## src/rtl/game_uart_reporter_pkg.sv

```systemverilog
// Shared types for the game UART reporter: message ids, message lengths,
// ASCII constants and the BCD-digit-to-character helper used by the ROM.
// Pure declarations; no logic, no timing.
package game_uart_reporter_pkg;

  // Which canned message is being sent.
  typedef enum logic [1:0] {
    MSG_GO    = 2'd0,
    MSG_SCORE = 2'd1,
    MSG_END   = 2'd2
  } msg_id_t;

  // Message lengths in bytes; the byte index never reaches 10.
  localparam logic [3:0] LEN_GO    = 4'd4;
  localparam logic [3:0] LEN_SCORE = 4'd8;
  localparam logic [3:0] LEN_END   = 4'd10;

  localparam logic [7:0] CH_CR    = 8'h0D;
  localparam logic [7:0] CH_LF    = 8'h0A;
  localparam logic [7:0] CH_COLON = 8'h3A;
  localparam logic [7:0] CH_QMARK = 8'h3F;
  localparam logic [7:0] CH_ZERO  = 8'h30;

  // A non-decimal nibble is shown as '?' so corrupt scores stay visible.
  function automatic logic [7:0] bcd_char(input logic [3:0] nib);
    if (nib > 4'd9) begin
      bcd_char = CH_QMARK;
    end else begin
      bcd_char = CH_ZERO + {4'h0, nib};
    end
  endfunction

  // Length of a message by id.
  function automatic logic [3:0] msg_len(input msg_id_t id);
    case (id)
      MSG_GO:    msg_len = LEN_GO;
      MSG_SCORE: msg_len = LEN_SCORE;
      MSG_END:   msg_len = LEN_END;
      default:   msg_len = LEN_GO;
    endcase
  endfunction

endpackage

```

## src/rtl/game_uart_reporter_rom.sv

```systemverilog
// Message ROM: maps (message id, byte index, score snapshot) to an ASCII byte.
// Purely combinational, zero latency.
// No handshake; the caller walks the index and uses 'last' to stop.
module uart_msg_rom
  import game_uart_reporter_pkg::*;
(
  input  msg_id_t     i_id,
  input  logic [3:0]  i_index,
  input  logic [15:0] i_snap,
  output logic [7:0]  o_byte,
  output logic        o_last
);

  logic [7:0] w_d3;
  logic [7:0] w_d2;
  logic [7:0] w_d1;
  logic [7:0] w_d0;

  assign w_d3 = bcd_char(i_snap[15:12]);
  assign w_d2 = bcd_char(i_snap[11:8]);
  assign w_d1 = bcd_char(i_snap[7:4]);
  assign w_d0 = bcd_char(i_snap[3:0]);

  assign o_last = (i_index == (msg_len(i_id) - 4'd1));

  // Byte lookup for "GO\r\n", "S:dddd\r\n" and "END:dddd\r\n".
  always_comb begin
    o_byte = 8'h00;
    case (i_id)
      MSG_GO: begin
        case (i_index)
          4'd0:    o_byte = 8'h47;
          4'd1:    o_byte = 8'h4F;
          4'd2:    o_byte = CH_CR;
          4'd3:    o_byte = CH_LF;
          default: o_byte = 8'h00;
        endcase
      end
      MSG_SCORE: begin
        case (i_index)
          4'd0:    o_byte = 8'h53;
          4'd1:    o_byte = CH_COLON;
          4'd2:    o_byte = w_d3;
          4'd3:    o_byte = w_d2;
          4'd4:    o_byte = w_d1;
          4'd5:    o_byte = w_d0;
          4'd6:    o_byte = CH_CR;
          4'd7:    o_byte = CH_LF;
          default: o_byte = 8'h00;
        endcase
      end
      MSG_END: begin
        case (i_index)
          4'd0:    o_byte = 8'h45;
          4'd1:    o_byte = 8'h4E;
          4'd2:    o_byte = 8'h44;
          4'd3:    o_byte = CH_COLON;
          4'd4:    o_byte = w_d3;
          4'd5:    o_byte = w_d2;
          4'd6:    o_byte = w_d1;
          4'd7:    o_byte = w_d0;
          4'd8:    o_byte = CH_CR;
          4'd9:    o_byte = CH_LF;
          default: o_byte = 8'h00;
        endcase
      end
      default: o_byte = 8'h00;
    endcase
  end

endmodule

```

## src/rtl/game_uart_reporter.sv

```systemverilog
// Game event reporter: turns round start / score change / round end into ASCII lines on the uart tx port.
// First transmit three cycles after the event edge; then one byte per uart frame plus a few cycles.
// Never stalls the game: events only set pending flags, repeats coalesce, sending waits on is_transmitting.
module game_uart_reporter
  import game_uart_reporter_pkg::*;
#(
  parameter bit SCORE_EN = 1'b1
)
(
  input  logic        clk,
  input  logic        reset_n,
  input  logic        start,
  input  logic        over,
  input  logic [15:0] score,
  input  logic        is_transmitting,
  output logic        transmit,
  output logic [7:0]  tx_byte,
  output logic        busy
);

  typedef enum logic [2:0] {
    ST_IDLE  = 3'd0,
    ST_LOAD  = 3'd1,
    ST_SEND  = 3'd2,
    ST_GUARD = 3'd3,
    ST_DRAIN = 3'd4,
    ST_NEXT  = 3'd5
  } state_t;

  state_t      r_state;
  state_t      w_state_nxt;

  logic        r_prev_start;
  logic        r_prev_over;
  logic        r_start_pend;
  logic        r_score_pend;
  logic        r_over_pend;
  logic [15:0] r_last_score;
  logic [15:0] r_snap;
  msg_id_t     r_msg_id;
  logic [3:0]  r_index;
  logic [7:0]  r_tx_byte;

  logic        w_start_rise;
  logic        w_over_rise;
  logic        w_score_chg;
  logic        w_any_pend;
  logic        w_load;
  msg_id_t     w_sel_id;
  logic [7:0]  w_rom_byte;
  logic        w_rom_last;

  assign w_start_rise = start & ~r_prev_start;
  assign w_over_rise  = over & ~r_prev_over;
  // Score changes only count inside a live round and not once END is queued.
  assign w_score_chg  = SCORE_EN && start && !over && (score != r_last_score) && !r_over_pend;
  assign w_any_pend   = r_start_pend | r_score_pend | r_over_pend;
  assign w_load       = (r_state == ST_LOAD);

  // END beats GO beats SCORE, so a simultaneous over+start reports the old round first.
  assign w_sel_id = r_over_pend  ? MSG_END :
                    r_start_pend ? MSG_GO  : MSG_SCORE;

  uart_msg_rom u_rom (
    .i_id    (r_msg_id),
    .i_index (r_index),
    .i_snap  (r_snap),
    .o_byte  (w_rom_byte),
    .o_last  (w_rom_last)
  );

  // Edge detectors and pending flags; a fresh edge wins over a same-cycle clear in LOAD.
  always_ff @(posedge clk or negedge reset_n) begin
    if (!reset_n) begin
      r_prev_start <= 1'b0;
      r_prev_over  <= 1'b0;
      r_start_pend <= 1'b0;
      r_over_pend  <= 1'b0;
      r_score_pend <= 1'b0;
    end else begin
      r_prev_start <= start;
      r_prev_over  <= over;

      if (w_start_rise) begin
        r_start_pend <= 1'b1;
      end else if (w_load && (w_sel_id == MSG_GO)) begin
        r_start_pend <= 1'b0;
      end

      if (w_over_rise) begin
        r_over_pend <= 1'b1;
      end else if (w_load && (w_sel_id == MSG_END)) begin
        r_over_pend <= 1'b0;
      end

      // In LOAD last_score is still stale, so the clear must beat the change detector.
      if (w_start_rise || w_over_rise || (w_load && (w_sel_id == MSG_SCORE))) begin
        r_score_pend <= 1'b0;
      end else if (w_score_chg) begin
        r_score_pend <= 1'b1;
      end
    end
  end

  // Score baseline: zeroed by a new round, refreshed whenever digits are snapshotted.
  always_ff @(posedge clk or negedge reset_n) begin
    if (!reset_n) begin
      r_last_score <= 16'h0000;
    end else if (w_start_rise) begin
      r_last_score <= 16'h0000;
    end else if (w_load && (w_sel_id != MSG_GO)) begin
      r_last_score <= score;
    end
  end

  // Message context: id, byte index, frozen digits and the held output byte.
  always_ff @(posedge clk or negedge reset_n) begin
    if (!reset_n) begin
      r_msg_id  <= MSG_GO;
      r_index   <= 4'd0;
      r_snap    <= 16'h0000;
      r_tx_byte <= 8'h00;
    end else begin
      case (r_state)
        ST_LOAD: begin
          r_msg_id <= w_sel_id;
          r_index  <= 4'd0;
          if (w_sel_id != MSG_GO) begin
            r_snap <= score;
          end
        end
        ST_SEND: r_tx_byte <= w_rom_byte;
        ST_NEXT: begin
          if (!w_rom_last) begin
            r_index <= r_index + 4'd1;
          end
        end
        default: ;
      endcase
    end
  end

  // State register.
  always_ff @(posedge clk or negedge reset_n) begin
    if (!reset_n) begin
      r_state <= ST_IDLE;
    end else begin
      r_state <= w_state_nxt;
    end
  end

  // Next-state logic: one byte per SEND, GUARD skips the uart's one-cycle busy lag.
  always_comb begin
    w_state_nxt = r_state;
    case (r_state)
      ST_IDLE:  if (w_any_pend) w_state_nxt = ST_LOAD;
      ST_LOAD:  w_state_nxt = ST_SEND;
      ST_SEND:  w_state_nxt = ST_GUARD;
      ST_GUARD: w_state_nxt = ST_DRAIN;
      ST_DRAIN: if (!is_transmitting) w_state_nxt = ST_NEXT;
      ST_NEXT:  w_state_nxt = w_rom_last ? ST_IDLE : ST_SEND;
      default:  w_state_nxt = ST_IDLE;
    endcase
  end

  // Outputs: strobe only in SEND; the byte is live in SEND and held afterwards.
  always_comb begin
    transmit = (r_state == ST_SEND);
    tx_byte  = (r_state == ST_SEND) ? w_rom_byte : r_tx_byte;
    busy     = (r_state != ST_IDLE);
  end

endmodule

```

## config.mk

```make
export PLATFORM = sky130hd
export DESIGN_NAME = game_uart_reporter
export DESIGN_NICKNAME = d
export VERILOG_FILES = /design/src/rtl/game_uart_reporter_pkg.sv /design/src/rtl/game_uart_reporter_rom.sv /design/src/rtl/game_uart_reporter.sv
export SDC_FILE = /design/constraint.sdc
export NUM_CORES = 1
export LEC_CHECK = 0
export ABC_AREA = 1
export CAP_MARGIN = 15
export CORE_ASPECT_RATIO = 1.25
export CORE_MARGIN = 8
export CORE_UTILIZATION = 50
export CTS_BUF_LIST = sky130_fd_sc_hd__clkbuf_4 sky130_fd_sc_hd__clkbuf_8 sky130_fd_sc_hd__clkbuf_16
export DETAILED_ROUTE_END_ITERATION = 10
export PLACE_DENSITY_LB_ADDON = 0.2
export SYNTH_ARGS = -nofsm -noshare
export SYNTH_HDL_FRONTEND = slang
export SYNTH_SLANG_ARGS = --single-unit
```

## constraint.sdc

```tcl
create_clock -name clk -period 1.5 [get_ports clk]
set_clock_uncertainty 0.05 [all_clocks]
set_input_delay 0.15 -clock clk [delete_from_list [all_inputs] [get_ports clk]]
set_output_delay 0.15 -clock clk [all_outputs]
set_load 0.02 [all_outputs]
```

# [After elaboration in Yosys (flattened, before gate mapping)]
# Index checks and enable logic that the tools add are counted.
[word_totals] mem_bits_rw=0 memories=0 out_inout_bits=10 ff_bits=54 rom_bits=0 latch_bits=0
[classes] eq_ne=23 mul=0 n_shift=0 bitwise_logic=6 n_div=0 muxes=26 order_cmp=4 addsub=6 n_reduce_logical=25
[op_table] cell="one-hot mux 8 bit (10 select lines)" count=1
[op_table] cell="one-hot mux 8 bit (8 select lines)" count=1
[op_table] cell="2-to-1 mux 8 bit" count=5
[op_table] cell="2-to-1 mux 16 bit" count=2
[op_table] cell="adder 6 x 4 -> 7 bit (first input constant)" count=4
[op_table] cell="one-hot mux 7 bit (4 select lines)" count=1
[op_table] cell="one-hot mux 8 bit (3 select lines)" count=1
[op_table] cell="one-hot mux 3 bit (6 select lines)" count=1
[op_table] cell="equality test 4 x 3 -> 1 bit (second input constant)" count=4
[op_table] cell="> comparator 4 bit (second input constant)" count=4
[op_table] cell="!= test 16 bit" count=1
[op_table] cell="one-hot mux 4 bit (2 select lines)" count=2
[op_table] cell="nonzero test 2 bit" count=6
[op_table] cell="equality test 4 x 2 -> 1 bit (second input constant)" count=2
[op_table] cell="equality test 4 bit (second input constant)" count=2
[op_table] cell="logical AND 1 bit" count=7
[op_table] cell="2-to-1 mux 1 bit" count=7
[op_table] cell="equality test 3 x 2 -> 1 bit (second input constant)" count=2
[op_table] cell="equality test 3 bit (second input constant)" count=2
[op_table] cell="2-to-1 mux 3 bit" count=2
[op_table] cell="!= test 2 bit (second input constant)" count=3
[op_table] cell="AND reduction 2 bit" count=3
[op_table] cell="adder 4 x 1 -> 4 bit (second input constant)" count=1
[op_table] cell="equality test 2 x 1 -> 1 bit (second input constant)" count=2
[op_table] cell="16 further kinds" count=24

# [Logic depth before layout (Yosys ltp)]
# Gate-level depths: netlist (run 1).
[depth] depth_word=6 depth_mapped=12

# [By module]
# From an unflattened synthesis (run 1), not the netlist that was laid out.
[unflattened] hier_cells=447 hier_area_um2=3153.0
[by_module_without_submodules] mod="game_uart_reporter" area_each_um2=2497.4 cells_per_inst=300 instances=1 seq_area_each_um2=1351.3
[by_module_without_submodules] mod="uart_msg_rom" area_each_um2=655.6 cells_per_inst=147 instances=1 seq_area_each_um2=0.0

# [Worst setup path before layout (run 1)]
# No wires, ideal clock.
[synth_path] path_type="register -> register" startpoint="register r_index[1]" endpoint="register r_tx_byte[1]" setup_time_ps=175 n_path_buf=0 stages_incl_launch_ff=11 required_ps=1275 slack_ps=-285 t_arrival_ps=1560 cell_sequence="dfrtp_1 -> inv_1 -> ha_1 -> o21ai_0 -> inv_1 -> nor2_1 -> nand2_1 -> o21ai_0 -> nand3_1 -> nand2_1 -> nand2_1"
[synth_between] elab_chain_len=4 elab_cells_between_ends=15
[synth_lines] item="from (decl)" line="game_uart_reporter.sv:41" source="logic [3:0] r_index;"
[synth_lines] item="from (signal assigned)" line="game_uart_reporter.sv:135" source="r_index <= r_index + 4'd1;"
[synth_lines] item="equality test 4 bit, or another cell as far along" line="game_uart_reporter_rom.sv:53" source="case (i_index)"
[synth_lines] item="one-hot mux 8 bit (10 select lines), or another cell as far along" line="game_uart_reporter_rom.sv:53"
[synth_lines] item="one-hot mux 8 bit (3 select lines) (*)" line="game_uart_reporter_rom.sv:29" source="case (i_id)"
[synth_lines] item="2-to-1 mux 8 bit (*)"
[synth_lines] item="via tx_byte[1]" line="game_uart_reporter.sv:17" source="output logic [7:0] tx_byte,"
[synth_lines] item="to (signal assigned)" line="game_uart_reporter.sv:132" source="ST_SEND: r_tx_byte <= w_rom_byte;"
[synth_lines] item="to (decl)" line="game_uart_reporter.sv:42" source="logic [7:0] r_tx_byte;"
# The timed path passes the listed nets; every way through them passes the cells marked *.
# A chain may end at the register's enable or synchronous reset.

# [Final worst setup path (run 1)]
[layout_path] startpoint="register r_index[0]" endpoint="output tx_byte[2]"
[layout_between] elab_chain_len=4 elab_cells_between_ends=15
[layout_lines] item="equality test 4 bit, or another cell as far along" line="game_uart_reporter_rom.sv:53"
[layout_lines] item="one-hot mux 8 bit (10 select lines), or another cell as far along" line="game_uart_reporter_rom.sv:53"
[layout_lines] item="one-hot mux 8 bit (3 select lines) (*)" line="game_uart_reporter_rom.sv:29"
[layout_lines] item="2-to-1 mux 8 bit (*)"
[layout_lines] item="to (decl)" line="game_uart_reporter.sv:17"
# Mark *: on every way between the ends. The rest lies on a longest branch, timed or not.

==> results of run 1 <==
## Yosys cell counts, drive strengths merged
library cell  instances  area share [%]
o2111ai               1            0.29
clkbuf                2            0.25
o22a                  1            0.29
o21bai                1            0.25
a21oi                14             2.7
o211ai                1            0.25
nand3                21             3.7
or2                   2            0.42
inv                  47             5.9
ha                    4             1.7
o21ai                42             7.0
o31ai                 1            0.25
nand4                 3            0.63
nand2               122              15
xnor2                 8             2.3
a21boi               11             2.8
nor3                  6             1.0
xor2                  4             1.2
dfrtp                54              45
buf                   5             1.5
nor2                 52             6.9
## power groups by stage
stage                     Combinational, W  Sequential, W  Clock [W]
after floorplan                    0.00232        0.00249          0
after global placement             0.00405        0.00252          0
after detailed placement           0.00409        0.00255          0
after CTS                          0.00506        0.00255    0.00102
after global routing               0.00684        0.00271    0.00108
final                              0.00640        0.00266    0.00101
## through the flow
step	hold WS (ns)	setup TNS (ns)
after detailed placement	0.127	-7.64
after floorplan	-0.196	-0.523
final	0.255	-9.07
after global placement	0.112	-7.16
after CTS	0.239	-7.31
after global routing	0.254	-13.50
## cell usage in the layout, fill, tap and decap left out, types with 9 or more instances in the layout
cell,Yosys,final
sky130_fd_sc_hd__nand2_1,121,64
sky130_fd_sc_hd__buf_4,0,56
sky130_fd_sc_hd__dfrtp_1,54,50
sky130_fd_sc_hd__nor2_1,50,37
sky130_fd_sc_hd__nand2_2,1,31
sky130_fd_sc_hd__inv_1,44,29
sky130_fd_sc_hd__nand2_4,0,25
sky130_fd_sc_hd__buf_6,3,23
sky130_fd_sc_hd__clkdlybuf4s50_1,0,19
sky130_fd_sc_hd__o21ai_2,0,14
sky130_fd_sc_hd__o21ai_1,4,14
sky130_fd_sc_hd__inv_2,3,13
sky130_fd_sc_hd__o21ai_0,38,12
sky130_fd_sc_hd__nand3_1,20,12
sky130_fd_sc_hd__a21oi_1,13,11
sky130_fd_sc_hd__a21boi_2,0,9
## metal layers
metal / global-route usage, % / part of all wire [%]
met2: 41.3 / 54
met4: 12.9 / 3.7
met5: 0 / 0
met3: 2.82 / 3.2
met1: 23.8 / 39
## sequential cells by signal, summed over array words and instances, names as in the netlist
register,flops
r_state,3
r_snap,16
r_msg_id,2
r_index,4
r_over_pend,1
r_tx_byte,8
r_last_score,16
r_prev_start,1
r_start_pend,1
r_prev_over,1
r_score_pend,1
## worst min-delay path by stage
stage | to | slack (ns) | cells past startpoint
4_1_cts | r_prev_start$_DFF_PN0_ | 0.24 | 1
3_5_place_dp | r_tx_byte[7]$_DFF_PN0_ | 0.13 | 2
2_1_floorplan | r_index[0]$_DFFE_PN0P_ | -0.20 | 0
5_1_grt | r_prev_start$_DFF_PN0_ | 0.25 | 1
6_report | r_prev_start$_DFF_PN0_ | 0.26 | 1
3_3_place_gp | r_tx_byte[7]$_DFF_PN0_ | 0.11 | 2
## timing repair
action | 4_1_cts | 5_1_grt
cloned | 3 | 1
setup buffers | 25 | 12
pin swaps | 38 | 43
endpoints found under the hold margin | 54 | 0
resized for setup | 165 | 108
hold buffers | 1 | 0
setup endpoints to repair | 45 | 54
## kinds of logic after synthesis
logic type	synth area share [%]
AO/OA/AOI/OAI	13.9
XOR/XNOR	3.52
adder cells (fa/ha/maj)	1.68
AND/OR/NAND/NOR	28.0
flip-flops	45.3
buffers and inverters	7.63
## layout make-up
| cell class | instances | area [sq um] | share of cell area, % |
|---|---|---|---|
| Clock buffer | 5 | 68.8 | 1.41 |
| Clock inverter | 3 | 43.8 | 0.895 |
| Multi-Input combinational cell | 294 | 2020 | 41.3 |
| Timing Repair Buffer | 112 | 1120 | 23.0 |
| Sequential cell | 54 | 1360 | 27.7 |
| Inverter | 47 | 199 | 4.06 |
| Tap cell | 66 | 82.6 | 1.69 |
## worst reg2reg max path, cell delays in order, from the launching register on
cell	delay, ns
sky130_fd_sc_hd__dfrtp_2	0.47
sky130_fd_sc_hd__inv_4	0.07
sky130_fd_sc_hd__ha_4	0.19
sky130_fd_sc_hd__o21ai_4	0.19
sky130_fd_sc_hd__nand2_2	0.10
sky130_fd_sc_hd__nor2_1	0.11
sky130_fd_sc_hd__nand3_1	0.07
sky130_fd_sc_hd__nand2_1	0.09
sky130_fd_sc_hd__nand3_2	0.07
sky130_fd_sc_hd__nand2_2	0.07
sky130_fd_sc_hd__nand2_2	0.06
sky130_fd_sc_hd__buf_4	0.13
==> impl_metrics.prom, run 1 <==
# TYPE chip_impl_metric gauge
chip_impl_metric{name="cp_num_cells",unit=""} 11
chip_impl_metric{name="antennaDiodeCount",unit=""} 0
chip_impl_metric{name="power_frac_seq",unit="%"} 26.4
chip_impl_metric{name="max-slew-margin-rel",unit="%"} 71.4
chip_impl_metric{name="power.share.switching",unit="%"} 43.4
chip_impl_metric{name="final_nets",unit=""} 539
chip_impl_metric{name="syn_area",unit="sq um"} 2990
chip_impl_info{name="rsz0062_at_grt",value="true"} 1
chip_impl_metric{name="achievable-frequency",unit="GHz"} 0.469
chip_impl_metric{name="grt_antenna_before_repair",unit=""} 0
chip_impl_metric{name="finalPower",unit="W"} 0.0101
chip_impl_info{name="cts-root-buf",value="sky130_fd_sc_hd__clkbuf_8"} 1
chip_impl_info{name="cts_tree",value="done"} 1
chip_impl_metric{name="drt_first_pass_iters",unit=""} 4
chip_impl_metric{name="timing.reg2reg.worst_path_depth",unit=""} 11
chip_impl_metric{name="grt_first_pass_wirelength",unit="microns"} 15500
chip_impl_metric{name="grt_start_max_net_pins",unit=""} 55
chip_impl_metric{name="layout.cells.non_filler",unit=""} 581
chip_impl_metric{name="pre_cts_ws",unit="ns"} -0.796
chip_impl_metric{name="std_cell_rows",unit=""} 31
chip_impl_metric{name="cts_num_sinks",unit=""} 54
chip_impl_metric{name="max_ir_drop_vdd",unit="mV"} 1.26
chip_impl_metric{name="power.share.combinational",unit="%"} 63.6
chip_impl_metric{name="synth-warning-count",unit=""} 0
chip_impl_metric{name="leakagePower",unit="nW"} 2.32
chip_impl_metric{name="period_minus_slack",unit="ns"} 2.13
chip_impl_metric{name="placed_cell_count",unit=""} 547
chip_impl_metric{name="synth_cells",unit=""} 402
chip_impl_metric{name="clock_latency_at_the_later_pin_of_the_worst_skew_pair",unit="ns"} 0.32
chip_impl_metric{name="finalCoreUtilization",unit="%"} 84.7
chip_impl_metric{name="core_region_area",unit="sq um"} 5780
chip_impl_info{name="crit_top_cell",value="sky130_fd_sc_hd__nand2_2"} 1
chip_impl_metric{name="routed_wirelength",unit="microns"} 10600
chip_impl_metric{name="max_stage_delay",unit="ns"} 0.47
chip_impl_metric{name="weighted_congestion_reported_at_the_end_of_routability_driven_placement",unit=""} 0.932
chip_impl_metric{name="crit_fanout",unit=""} 4
chip_impl_info{name="cp_top_family",value="simple AND/OR/NAND/NOR gates"} 1
chip_impl_metric{name="drt-vias-per-instance",unit=""} 5.65
chip_impl_metric{name="top_level_pins",unit=""} 31
chip_impl_metric{name="ff2ff_setup_slack",unit="ns"} -0.27
chip_impl_metric{name="power-per-cell-area",unit="nW/um^2"} 2060
chip_impl_metric{name="seq_area_frac_synth",unit="%"} 45.3
chip_impl_info{name="run_status",value="complete, but fails checks"} 1
chip_impl_metric{name="final_area",unit="sq um"} 4890
chip_impl_info{name="cp_slowest_cell",value="sky130_fd_sc_hd__dfrtp_2"} 1
chip_impl_metric{name="detailedRoute.firstIterationViolations",unit=""} 205
chip_impl_info{name="type_of_the_most_critical_hold_path",value="in2reg"} 1
chip_impl_metric{name="max_clock_buf_depth",unit=""} 2
chip_impl_info{name="critPathKind",value="reg2out"} 1
chip_impl_metric{name="worst_slew_pin_tran",unit="ns"} 0.430
chip_impl_metric{name="cts_buffers",unit=""} 5
chip_impl_metric{name="syn_nets",unit=""} 427
chip_impl_metric{name="post_dp_cell_area",unit="sq um"} 3850
chip_impl_metric{name="via_count_of_the_first_global_routing_pass",unit=""} 3384
chip_impl_metric{name="synth_cell_types",unit=""} 31
chip_impl_metric{name="flow.area_growth_from_synthesis",unit="%"} 64.0
chip_impl_metric{name="drc_errors",unit=""} 0
chip_impl_info{name="worst_hold_startpoint",value="start"} 1
chip_impl_metric{name="start_util",unit="%"} 51.7
chip_impl_info{name="timing.critical_path.from_type",value="register"} 1
chip_impl_metric{name="total_of_max_cap_violations",unit=""} 0
chip_impl_info{name="worstPathCellList",value="inv_4 -> ha_4 -> o21ai_4 -> nand2_2 -> nor2_1 -> nand3_1 -> nand2_1 -> nand3_2 -> nand2_2 -> nand2_2 -> buf_6"} 1
chip_impl_metric{name="gr-usage-all-layers",unit="%"} 22.3
chip_impl_info{name="violations",value="setup timing"} 1
chip_impl_metric{name="chipWidth",unit="microns"} 85.1
chip_impl_metric{name="power.switching",unit="W"} 0.00437
chip_impl_metric{name="place.detailed.hpwl",unit="microns"} 6020
chip_impl_metric{name="design.die.area",unit="sq um"} 8710
chip_impl_metric{name="ys_ff_latch",unit=""} 54
chip_impl_info{name="crit_path_start",value="r_index[0]$_DFFE_PN0P_"} 1
chip_impl_metric{name="grt_overflow_total",unit=""} 0
chip_impl_metric{name="synthesis.area_per_instance",unit="sq um"} 7.43
chip_impl_metric{name="detail_route.wl_per_cell",unit="microns"} 18.3
chip_impl_metric{name="required",unit="ns"} 1.30
chip_impl_metric{name="setup_viol",unit=""} 52
chip_impl_metric{name="vias_after_detailed_routing",unit=""} 3283
chip_impl_metric{name="timing.critical_path.buf_inv",unit=""} 2
chip_impl_info{name="crit_path_end_kind",value="primary output"} 1
chip_impl_info{name="terminus_of_the_critical_flop_to_flop_path",value="r_tx_byte[2]$_DFF_PN0_"} 1
chip_impl_metric{name="crit_arrival",unit="ns"} 1.93
chip_impl_metric{name="hold_violations",unit=""} 0
chip_impl_metric{name="port_buffers",unit=""} 30
chip_impl_metric{name="cellInternalPower",unit="W"} 0.00570
chip_impl_metric{name="postLayoutSetupSlackWorst",unit="ns"} -0.632
chip_impl_metric{name="finalMaxSlewViolations",unit=""} 0
chip_impl_metric{name="die_h",unit="microns"} 102
chip_impl_metric{name="count_of_filler_cells_inserted_in_the_layout",unit=""} 323
chip_impl_info{name="setup.worst_path.end",value="tx_byte[2]"} 1
chip_impl_info{name="rr_startpoint",value="r_index[0]$_DFFE_PN0P_"} 1
chip_impl_metric{name="final_layout_size_suffix_gt1_share",unit="%"} 46.8
chip_impl_metric{name="htree_num_levels",unit=""} 2
chip_impl_metric{name="cts.reportedPaths.clkPinSlew",unit="ns"} 0.11
chip_impl_metric{name="final_antenna_net_count",unit=""} 0
chip_impl_metric{name="layout_worst_path_cycle_share",unit="%"} 142
chip_impl_metric{name="power.share.clock",unit="%"} 10.0
No activity file was read; power rests on OpenSTA's default activity.
==> run 2: changes to the inputs <==
CORE_ASPECT_RATIO = 0.9   (was 1.25)
==> run 2 against run 1 <==
  * The flow still finishes with violations (setup timing)
  * First-iteration DRC count up 12%
  * Final cell count up 0.34%
  * Worst hold slack worse by 0.024 ns
  * Register-to-register slack worse by 0.20 ns
  * Die area down 0.13%
  * Via count down 2.0%
  * Clock power up 7%
  * Highest routed layer unchanged
  * Critical path type unchanged
  * Sequential cell count unchanged
  * Critical endpoint is now tx_byte[1]
  * Combinational power down 8.8%
  * Non-clock buffer count down 2
==> impl_metrics.prom, run 2 (synthesized netlist as in run 1, its figures left out) <==
# TYPE chip_impl_metric gauge
chip_impl_info{name="run_status",value="complete, but fails checks"} 1
chip_impl_info{name="violations",value="setup timing"} 1
chip_impl_metric{name="power.share.switching",unit="%"} 44.3
chip_impl_metric{name="design.die.area",unit="sq um"} 8700
chip_impl_info{name="timing.critical_path.from_type",value="register"} 1
chip_impl_metric{name="start_util",unit="%"} 52.1
chip_impl_metric{name="std_cell_rows",unit=""} 26
chip_impl_info{name="top_layer",value="met4"} 1
chip_impl_metric{name="hold_violations",unit=""} 0
chip_impl_metric{name="grt_first_pass_wirelength",unit="microns"} 15000
chip_impl_metric{name="drc_errors",unit=""} 0
chip_impl_metric{name="final_nets",unit=""} 537
chip_impl_metric{name="vias_after_detailed_routing",unit=""} 3218
chip_impl_metric{name="cellInternalPower",unit="W"} 0.00535
chip_impl_metric{name="max-slew-margin-rel",unit="%"} 77.5
chip_impl_metric{name="worst_slew_pin_tran",unit="ns"} 0.336
chip_impl_metric{name="period_minus_slack",unit="ns"} 2.18
chip_impl_metric{name="power_frac_seq",unit="%"} 27.8
chip_impl_metric{name="grt_antenna_before_repair",unit=""} 0
chip_impl_metric{name="top_level_pins",unit=""} 31
chip_impl_info{name="crit_path_end_kind",value="primary output"} 1
chip_impl_metric{name="cts_buffers",unit=""} 5
chip_impl_metric{name="setup_viol",unit=""} 53
chip_impl_info{name="critPathKind",value="reg2out"} 1
chip_impl_metric{name="leakagePower",unit="nW"} 2.27
chip_impl_info{name="reg.largest.list",value="r_last_score x16, r_snap x16, r_tx_byte x8"} 1
chip_impl_metric{name="crit_fanout",unit=""} 4
chip_impl_metric{name="power.share.combinational",unit="%"} 60.9
chip_impl_metric{name="final_layout_size_suffix_gt1_share",unit="%"} 46.4
chip_impl_metric{name="weighted_congestion_reported_at_the_end_of_routability_driven_placement",unit=""} 0.916
chip_impl_info{name="type_of_the_most_critical_hold_path",value="in2reg"} 1
chip_impl_metric{name="routed_wirelength",unit="microns"} 10100
chip_impl_metric{name="routed-wl-met2",unit="microns"} 5100
chip_impl_metric{name="port_buffers",unit=""} 30
chip_impl_metric{name="wl_met1",unit="microns"} 4330
chip_impl_metric{name="die_h",unit="microns"} 89.3
chip_impl_metric{name="finalMaxSlewViolations",unit=""} 0
chip_impl_metric{name="layout_worst_path_cycle_share",unit="%"} 145
chip_impl_metric{name="drt-vias-per-instance",unit=""} 5.52
chip_impl_metric{name="required",unit="ns"} 1.30
chip_impl_metric{name="chipWidth",unit="microns"} 97.5
chip_impl_metric{name="grt_start_max_net_pins",unit=""} 55
chip_impl_metric{name="pre_cts_ws",unit="ns"} -0.798
chip_impl_metric{name="max_clock_buf_depth",unit=""} 2
chip_impl_metric{name="max_ir_drop_vdd",unit="mV"} 1.16
chip_impl_metric{name="core_region_area",unit="sq um"} 5730
chip_impl_metric{name="postLayoutSetupSlackWorst",unit="ns"} -0.677
chip_impl_metric{name="final_antenna_net_count",unit=""} 0
chip_impl_metric{name="via_count_of_the_first_global_routing_pass",unit=""} 3234
chip_impl_info{name="cts_tree",value="done"} 1
chip_impl_info{name="rsz0062_at_grt",value="true"} 1
chip_impl_info{name="cts-root-buf",value="sky130_fd_sc_hd__clkbuf_8"} 1
chip_impl_metric{name="power.switching",unit="W"} 0.00424
chip_impl_metric{name="place.detailed.hpwl",unit="microns"} 5980
chip_impl_metric{name="flow.area_growth_from_synthesis",unit="%"} 61.3
chip_impl_metric{name="clock_latency_at_the_later_pin_of_the_worst_skew_pair",unit="ns"} 0.32
chip_impl_metric{name="gr-usage-all-layers",unit="%"} 21.2
chip_impl_metric{name="detail_route.wl_per_cell",unit="microns"} 17.3
chip_impl_metric{name="drt_first_pass_iters",unit=""} 5
chip_impl_metric{name="sum_neg_setup_slack",unit="ns"} -11.14
chip_impl_metric{name="htree_num_levels",unit=""} 2
chip_impl_metric{name="grt_overflow_total",unit=""} 0
chip_impl_metric{name="crit_arrival",unit="ns"} 1.98
chip_impl_metric{name="detailedRoute.firstIterationViolations",unit=""} 229
chip_impl_metric{name="finalHoldWorstSlack",unit="ns"} 0.231
chip_impl_info{name="leading_cell_type_in_the_layout_fill_and_taps_excluded",value="sky130_fd_sc_hd__nand2_1"} 1
chip_impl_metric{name="achievable-frequency",unit="GHz"} 0.459
chip_impl_metric{name="met3_routed_length",unit="microns"} 484
chip_impl_metric{name="total_of_max_cap_violations",unit=""} 0
chip_impl_metric{name="cts.reportedPaths.clkPinSlew",unit="ns"} 0.10
chip_impl_metric{name="power-per-cell-area",unit="nW/um^2"} 1990
chip_impl_metric{name="cts_num_sinks",unit=""} 54
chip_impl_metric{name="power.share.clock",unit="%"} 11.3
chip_impl_metric{name="antennaDiodeCount",unit=""} 0
chip_impl_info{name="mostFrequentLayoutCells",value="sky130_fd_sc_hd__nand2_1, sky130_fd_sc_hd__buf_4, sky130_fd_sc_hd__dfrtp_1"} 1
chip_impl_metric{name="finalPower",unit="W"} 0.00959
==> run 2: changes by cell type in the layout (fill, tap and decap cells not counted), moves of 2 or more <==
cell / before / now
sky130_fd_sc_hd__nand2_4: 25 / 17
sky130_fd_sc_hd__nand2_2: 31 / 37
sky130_fd_sc_hd__buf_6: 23 / 27
sky130_fd_sc_hd__nor2_2: 7 / 3
sky130_fd_sc_hd__nor2_4: 8 / 11
sky130_fd_sc_hd__o21ai_1: 14 / 11
sky130_fd_sc_hd__o21ai_2: 14 / 17
sky130_fd_sc_hd__buf_12: 5 / 3
sky130_fd_sc_hd__buf_16: 2 / 0
sky130_fd_sc_hd__inv_1: 29 / 31
sky130_fd_sc_hd__inv_2: 13 / 11
==> run 2: repair_timing <==
item,in CTS,in global routing
hold endpoints to repair,54,0
setup endpoints to repair,42,54
pin swaps,30,28
buffers inserted,18,14
cloned,2,0
resized for setup,144,123
hold buffers,1,0
==> run 2: per-stage QoR <==
step | instances | instance area (sq um) | util [%]
final | 583 | 4810 | 84.1
after global routing | 583 | 4810 | 84.1
after CTS | 575 | 4350 | 75.9
after detailed placement | 547 | 3820 | 66.8
after floorplan | 402 | 3080 | -
after global placement | 547 | 3820 | 66.8
==> run 2: critical path: stages, from the launching register on <==
cell	delay [ns]
sky130_fd_sc_hd__dfrtp_2	0.46
sky130_fd_sc_hd__inv_4	0.07
sky130_fd_sc_hd__ha_4	0.19
sky130_fd_sc_hd__nand2_2	0.14
sky130_fd_sc_hd__nor2_1	0.06
sky130_fd_sc_hd__nor2_1	0.17
sky130_fd_sc_hd__nand2_1	0.08
sky130_fd_sc_hd__o21ai_1	0.12
sky130_fd_sc_hd__nand3_1	0.08
sky130_fd_sc_hd__nand2_1	0.09
sky130_fd_sc_hd__nand2_2	0.07
sky130_fd_sc_hd__buf_6	0.13
==> run 2: routing by layer <==
metal,global-route usage (%),vias to the layer above
li1,-,1500
met1,25.8,1578
met3,3.86,25
met5,0,-
met4,7.01,0
met2,37.6,115
==> run 2: final cells by class <==
cell class	instances	area [sq um]
Inverter	47	191
Clock inverter	2	38.8
Fill cell	314	911
Multi-Input combinational cell	294	2020
Sequential cell	54	1360
Clock buffer	6	82.6
Timing Repair Buffer	110	1030
Tap cell	70	87.6
==> run 2: worst paths after layout <==
kind / from / endpoint / slack [ns] / cells after the start
setup / recovery: r_index[1]$_DFFE_PN0P_ / tx_byte[1] / -0.68 / 11
hold / removal: start / r_prev_start$_DFF_PN0_ / 0.23 / 1
setup reg to reg: r_index[0]$_DFFE_PN0P_ / r_tx_byte[6]$_DFF_PN0_ / -0.47 / 12
hold reg to reg: r_tx_byte[1]$_DFF_PN0_ / r_tx_byte[1]$_DFF_PN0_ / 0.44 / 2
max in group asynchronous: reset_n / r_index[2]$_DFFE_PN0P_ / 0.84 / 3
min in group asynchronous: reset_n / r_last_score[1]$_DFFE_PN0P_ / 0.28 / 3
==> run 2: power by group through the flow <==
stage	combinational, W	clock (W)	sequential, W
detailed placement	0.00394	0	0.00255
floorplan	0.00232	0	0.00249
global route	0.00625	0.00114	0.00272
CTS	0.00470	0.00108	0.00255
global placement	0.00386	0	0.00252
finish	0.00584	0.00108	0.00267
==> run 3: changes to the inputs <==
CORE_UTILIZATION = 51   (was 50)
==> run 3 against run 2 <==
  * The run still ends with setup timing left
  * Combinational power rose by 1%
  * Sequential cell count is the same
  * Total power is 0.20% lower
  * Worst setup slack improved by 0.0049 ns
  * Critical path type unchanged
  * Critical endpoint unchanged
  * Highest routed layer unchanged
==> impl_metrics.prom, run 3 (synthesized netlist as in run 1, its figures left out) <==
# TYPE chip_impl_metric gauge
chip_impl_metric{name="crit_fanout",unit=""} 7
chip_impl_metric{name="max_ir_drop_vdd",unit="mV"} 1.60
chip_impl_metric{name="chipWidth",unit="microns"} 96.6
chip_impl_info{name="violations",value="setup timing"} 1
chip_impl_metric{name="finalMaxSlewViolations",unit=""} 0
chip_impl_metric{name="ff2ff_setup_slack",unit="ns"} -0.47
chip_impl_metric{name="die_h",unit="microns"} 88.6
chip_impl_metric{name="required",unit="ns"} 1.30
chip_impl_metric{name="total_of_max_cap_violations",unit=""} 0
chip_impl_metric{name="timing.reg2reg.worst_path_depth",unit=""} 13
chip_impl_metric{name="hold_violations",unit=""} 0
chip_impl_info{name="reg.largest.list",value="r_last_score x16, r_snap x16, r_tx_byte x8"} 1
chip_impl_metric{name="finalHoldWorstSlack",unit="ns"} 0.245
chip_impl_metric{name="sum_neg_setup_slack",unit="ns"} -8.05
chip_impl_metric{name="weighted_congestion_reported_at_the_end_of_routability_driven_placement",unit=""} 0.908
chip_impl_metric{name="grt_overflow_total",unit=""} 0
chip_impl_info{name="rsz0062_at_grt",value="true"} 1
chip_impl_metric{name="cts.reportedPaths.clkPinSlew",unit="ns"} 0.11
chip_impl_metric{name="setup_viol",unit=""} 51
chip_impl_metric{name="core_region_area",unit="sq um"} 5660
chip_impl_metric{name="grt_antenna_before_repair",unit=""} 0
chip_impl_info{name="run_status",value="complete, but fails checks"} 1
chip_impl_info{name="critPathKind",value="reg2out"} 1
chip_impl_metric{name="place.detailed.hpwl",unit="microns"} 5870
chip_impl_metric{name="layout_worst_path_cycle_share",unit="%"} 145
chip_impl_metric{name="std_cell_rows",unit=""} 26
chip_impl_metric{name="design.die.area",unit="sq um"} 8560
chip_impl_metric{name="detailedRoute.firstIterationViolations",unit=""} 288
chip_impl_metric{name="final_antenna_net_count",unit=""} 0
chip_impl_metric{name="cts_buffers",unit=""} 5
chip_impl_metric{name="top_level_pins",unit=""} 31
chip_impl_metric{name="count_of_filler_cells_inserted_in_the_layout",unit=""} 301
chip_impl_metric{name="antennaDiodeCount",unit=""} 0
chip_impl_metric{name="via_count_of_the_first_global_routing_pass",unit=""} 3061
chip_impl_metric{name="start_util",unit="%"} 52.7
chip_impl_info{name="cts-root-buf",value="sky130_fd_sc_hd__clkbuf_8"} 1
chip_impl_metric{name="max_clock_buf_depth",unit=""} 2
chip_impl_metric{name="postLayoutSetupSlackWorst",unit="ns"} -0.672
chip_impl_metric{name="period_minus_slack",unit="ns"} 2.17
chip_impl_metric{name="drt_first_pass_iters",unit=""} 6
chip_impl_metric{name="drc_errors",unit=""} 0
chip_impl_info{name="type_of_the_most_critical_hold_path",value="in2reg"} 1
chip_impl_info{name="timing.critical_path.from_type",value="register"} 1
chip_impl_metric{name="pre_cts_ws",unit="ns"} -0.792
chip_impl_info{name="crit_path_end_kind",value="primary output"} 1
chip_impl_metric{name="final_nets",unit=""} 533
chip_impl_metric{name="port_buffers",unit=""} 30
chip_impl_metric{name="finalPower",unit="W"} 0.00957
chip_impl_metric{name="leakagePower",unit="nW"} 2.26
chip_impl_info{name="whs_endpoint",value="r_prev_start$_DFF_PN0_"} 1
chip_impl_metric{name="drt-vias-per-instance",unit=""} 5.67
chip_impl_metric{name="grt_first_pass_wirelength",unit="microns"} 14000
chip_impl_metric{name="htree_num_levels",unit=""} 2
chip_impl_metric{name="placed_cell_count",unit=""} 547
chip_impl_metric{name="clock_latency_at_the_later_pin_of_the_worst_skew_pair",unit="ns"} 0.32
chip_impl_metric{name="power-per-cell-area",unit="nW/um^2"} 2020
chip_impl_info{name="terminus_of_the_critical_flop_to_flop_path",value="r_tx_byte[3]$_DFF_PN0_"} 1
chip_impl_info{name="leading_cell_type_in_the_layout_fill_and_taps_excluded",value="sky130_fd_sc_hd__nand2_1"} 1
chip_impl_metric{name="final_layout_size_suffix_gt1_share",unit="%"} 43.0
chip_impl_metric{name="vias_after_detailed_routing",unit=""} 3285
chip_impl_info{name="rr_startpoint",value="r_index[1]$_DFFE_PN0P_"} 1
chip_impl_metric{name="flow.area_growth_from_synthesis",unit="%"} 59.1
chip_impl_info{name="mostFrequentLayoutCells",value="sky130_fd_sc_hd__nand2_1, sky130_fd_sc_hd__buf_4, sky130_fd_sc_hd__dfrtp_1"} 1
chip_impl_metric{name="gr-usage-all-layers",unit="%"} 19.8
chip_impl_metric{name="crit_arrival",unit="ns"} 1.97
chip_impl_metric{name="detail_route.wl_per_cell",unit="microns"} 17.8
chip_impl_metric{name="grt_start_max_net_pins",unit=""} 55
chip_impl_metric{name="achievable-frequency",unit="GHz"} 0.460
chip_impl_metric{name="cts_num_sinks",unit=""} 54
chip_impl_info{name="worst_hold_startpoint",value="start"} 1
chip_impl_metric{name="max-slew-margin-rel",unit="%"} 63.8
chip_impl_info{name="cts_tree",value="done"} 1
chip_impl_metric{name="hold-path-cell-count",unit=""} 1
chip_impl_metric{name="routed_wirelength",unit="microns"} 10300
chip_impl_metric{name="layout.cells.non_filler",unit=""} 579
chip_impl_metric{name="worst_slew_pin_tran",unit="ns"} 0.543
## run 3: cell types whose count changed in the layout (fill, tap and decap cells not counted), sizes merged
cell           previous run  this run
buf                      90        83
clkdlybuf4s15             0         1
clkbuf                    6         9
bufinv                    1         0
## run 3: worst max-delay path: stages, from the launching register on
cell	delay, ns
sky130_fd_sc_hd__dfrtp_2	0.49
sky130_fd_sc_hd__nor2_4	0.29
sky130_fd_sc_hd__nand2_8	0.12
sky130_fd_sc_hd__buf_4	0.15
sky130_fd_sc_hd__o21ai_0	0.16
sky130_fd_sc_hd__o21ai_1	0.09
sky130_fd_sc_hd__nand3_1	0.07
sky130_fd_sc_hd__nand2_1	0.06
sky130_fd_sc_hd__nand2_2	0.09
sky130_fd_sc_hd__buf_6	0.12
## run 3: report_power, final
group          switching, W  leakage (nW)  internal, W
logic               0.00311          1.52      0.00280
clock network      0.000544        0.0544     0.000425
registers          0.000604         0.681      0.00209
total               0.00425          2.26      0.00532
## run 3: how the worst max path moves through the flow
stage                                 startpoint          to  slack [ns]  depth (start not counted)
after floorplan           r_index[1]$_DFFE_PN0P_  tx_byte[1]       -0.09                         11
after global placement    r_index[2]$_DFFE_PN0P_  tx_byte[5]       -0.76                          9
after detailed placement  r_index[0]$_DFFE_PN0P_  tx_byte[3]       -0.79                         12
after CTS                 r_index[0]$_DFFE_PN0P_  tx_byte[1]       -0.60                         11
after global routing      r_index[1]$_DFFE_PN0P_  tx_byte[3]       -0.78                         13
final                     r_index[3]$_DFFE_PN0P_  tx_byte[1]       -0.67                          9
## run 3: metal layers
metal | wire, microns | track usage, % | up-vias
met2 | 5180 | 33.6 | 146
li1 | - | - | 1495
met1 | 4220 | 25.2 | 1596
met5 | 0 | 0 | -
met4 | 335 | 6.56 | 0
met3 | 552 | 3.36 | 48
## run 3: metrics by stage
step           instance area, sq um  util, %
4_1_cts                        4190     74.0
3_5_place_dp                   3820     67.6
6_report                       4750     83.9
3_3_place_gp                   3820     67.6
2_1_floorplan                  3080        -
5_1_grt                        4750     83.9
## run 3: final cells by class
| class | instances | area, sq um | share of cell area [%] |
|---|---|---|---|
| clock buffers | 7 | 96.3 | 2.03 |
| clock inverters | 1 | 8.76 | 0.184 |
| inverters | 47 | 196 | 4.14 |
| multi-input cells | 294 | 1970 | 41.6 |
| repair buffers | 106 | 1030 | 21.7 |
| flip-flops and latches | 54 | 1360 | 28.6 |
| well taps | 70 | 87.6 | 1.84 |
## run 3: timing repair
item / CTS / global route
gates resized for setup: 115 / 129
pin swaps: 26 / 27
setup buffers: 10 / 14
cloned: 1 / 2
hold buffers: 1 / 0
hold endpoints to repair: 54 / 0
setup endpoints to repair: 42 / 54
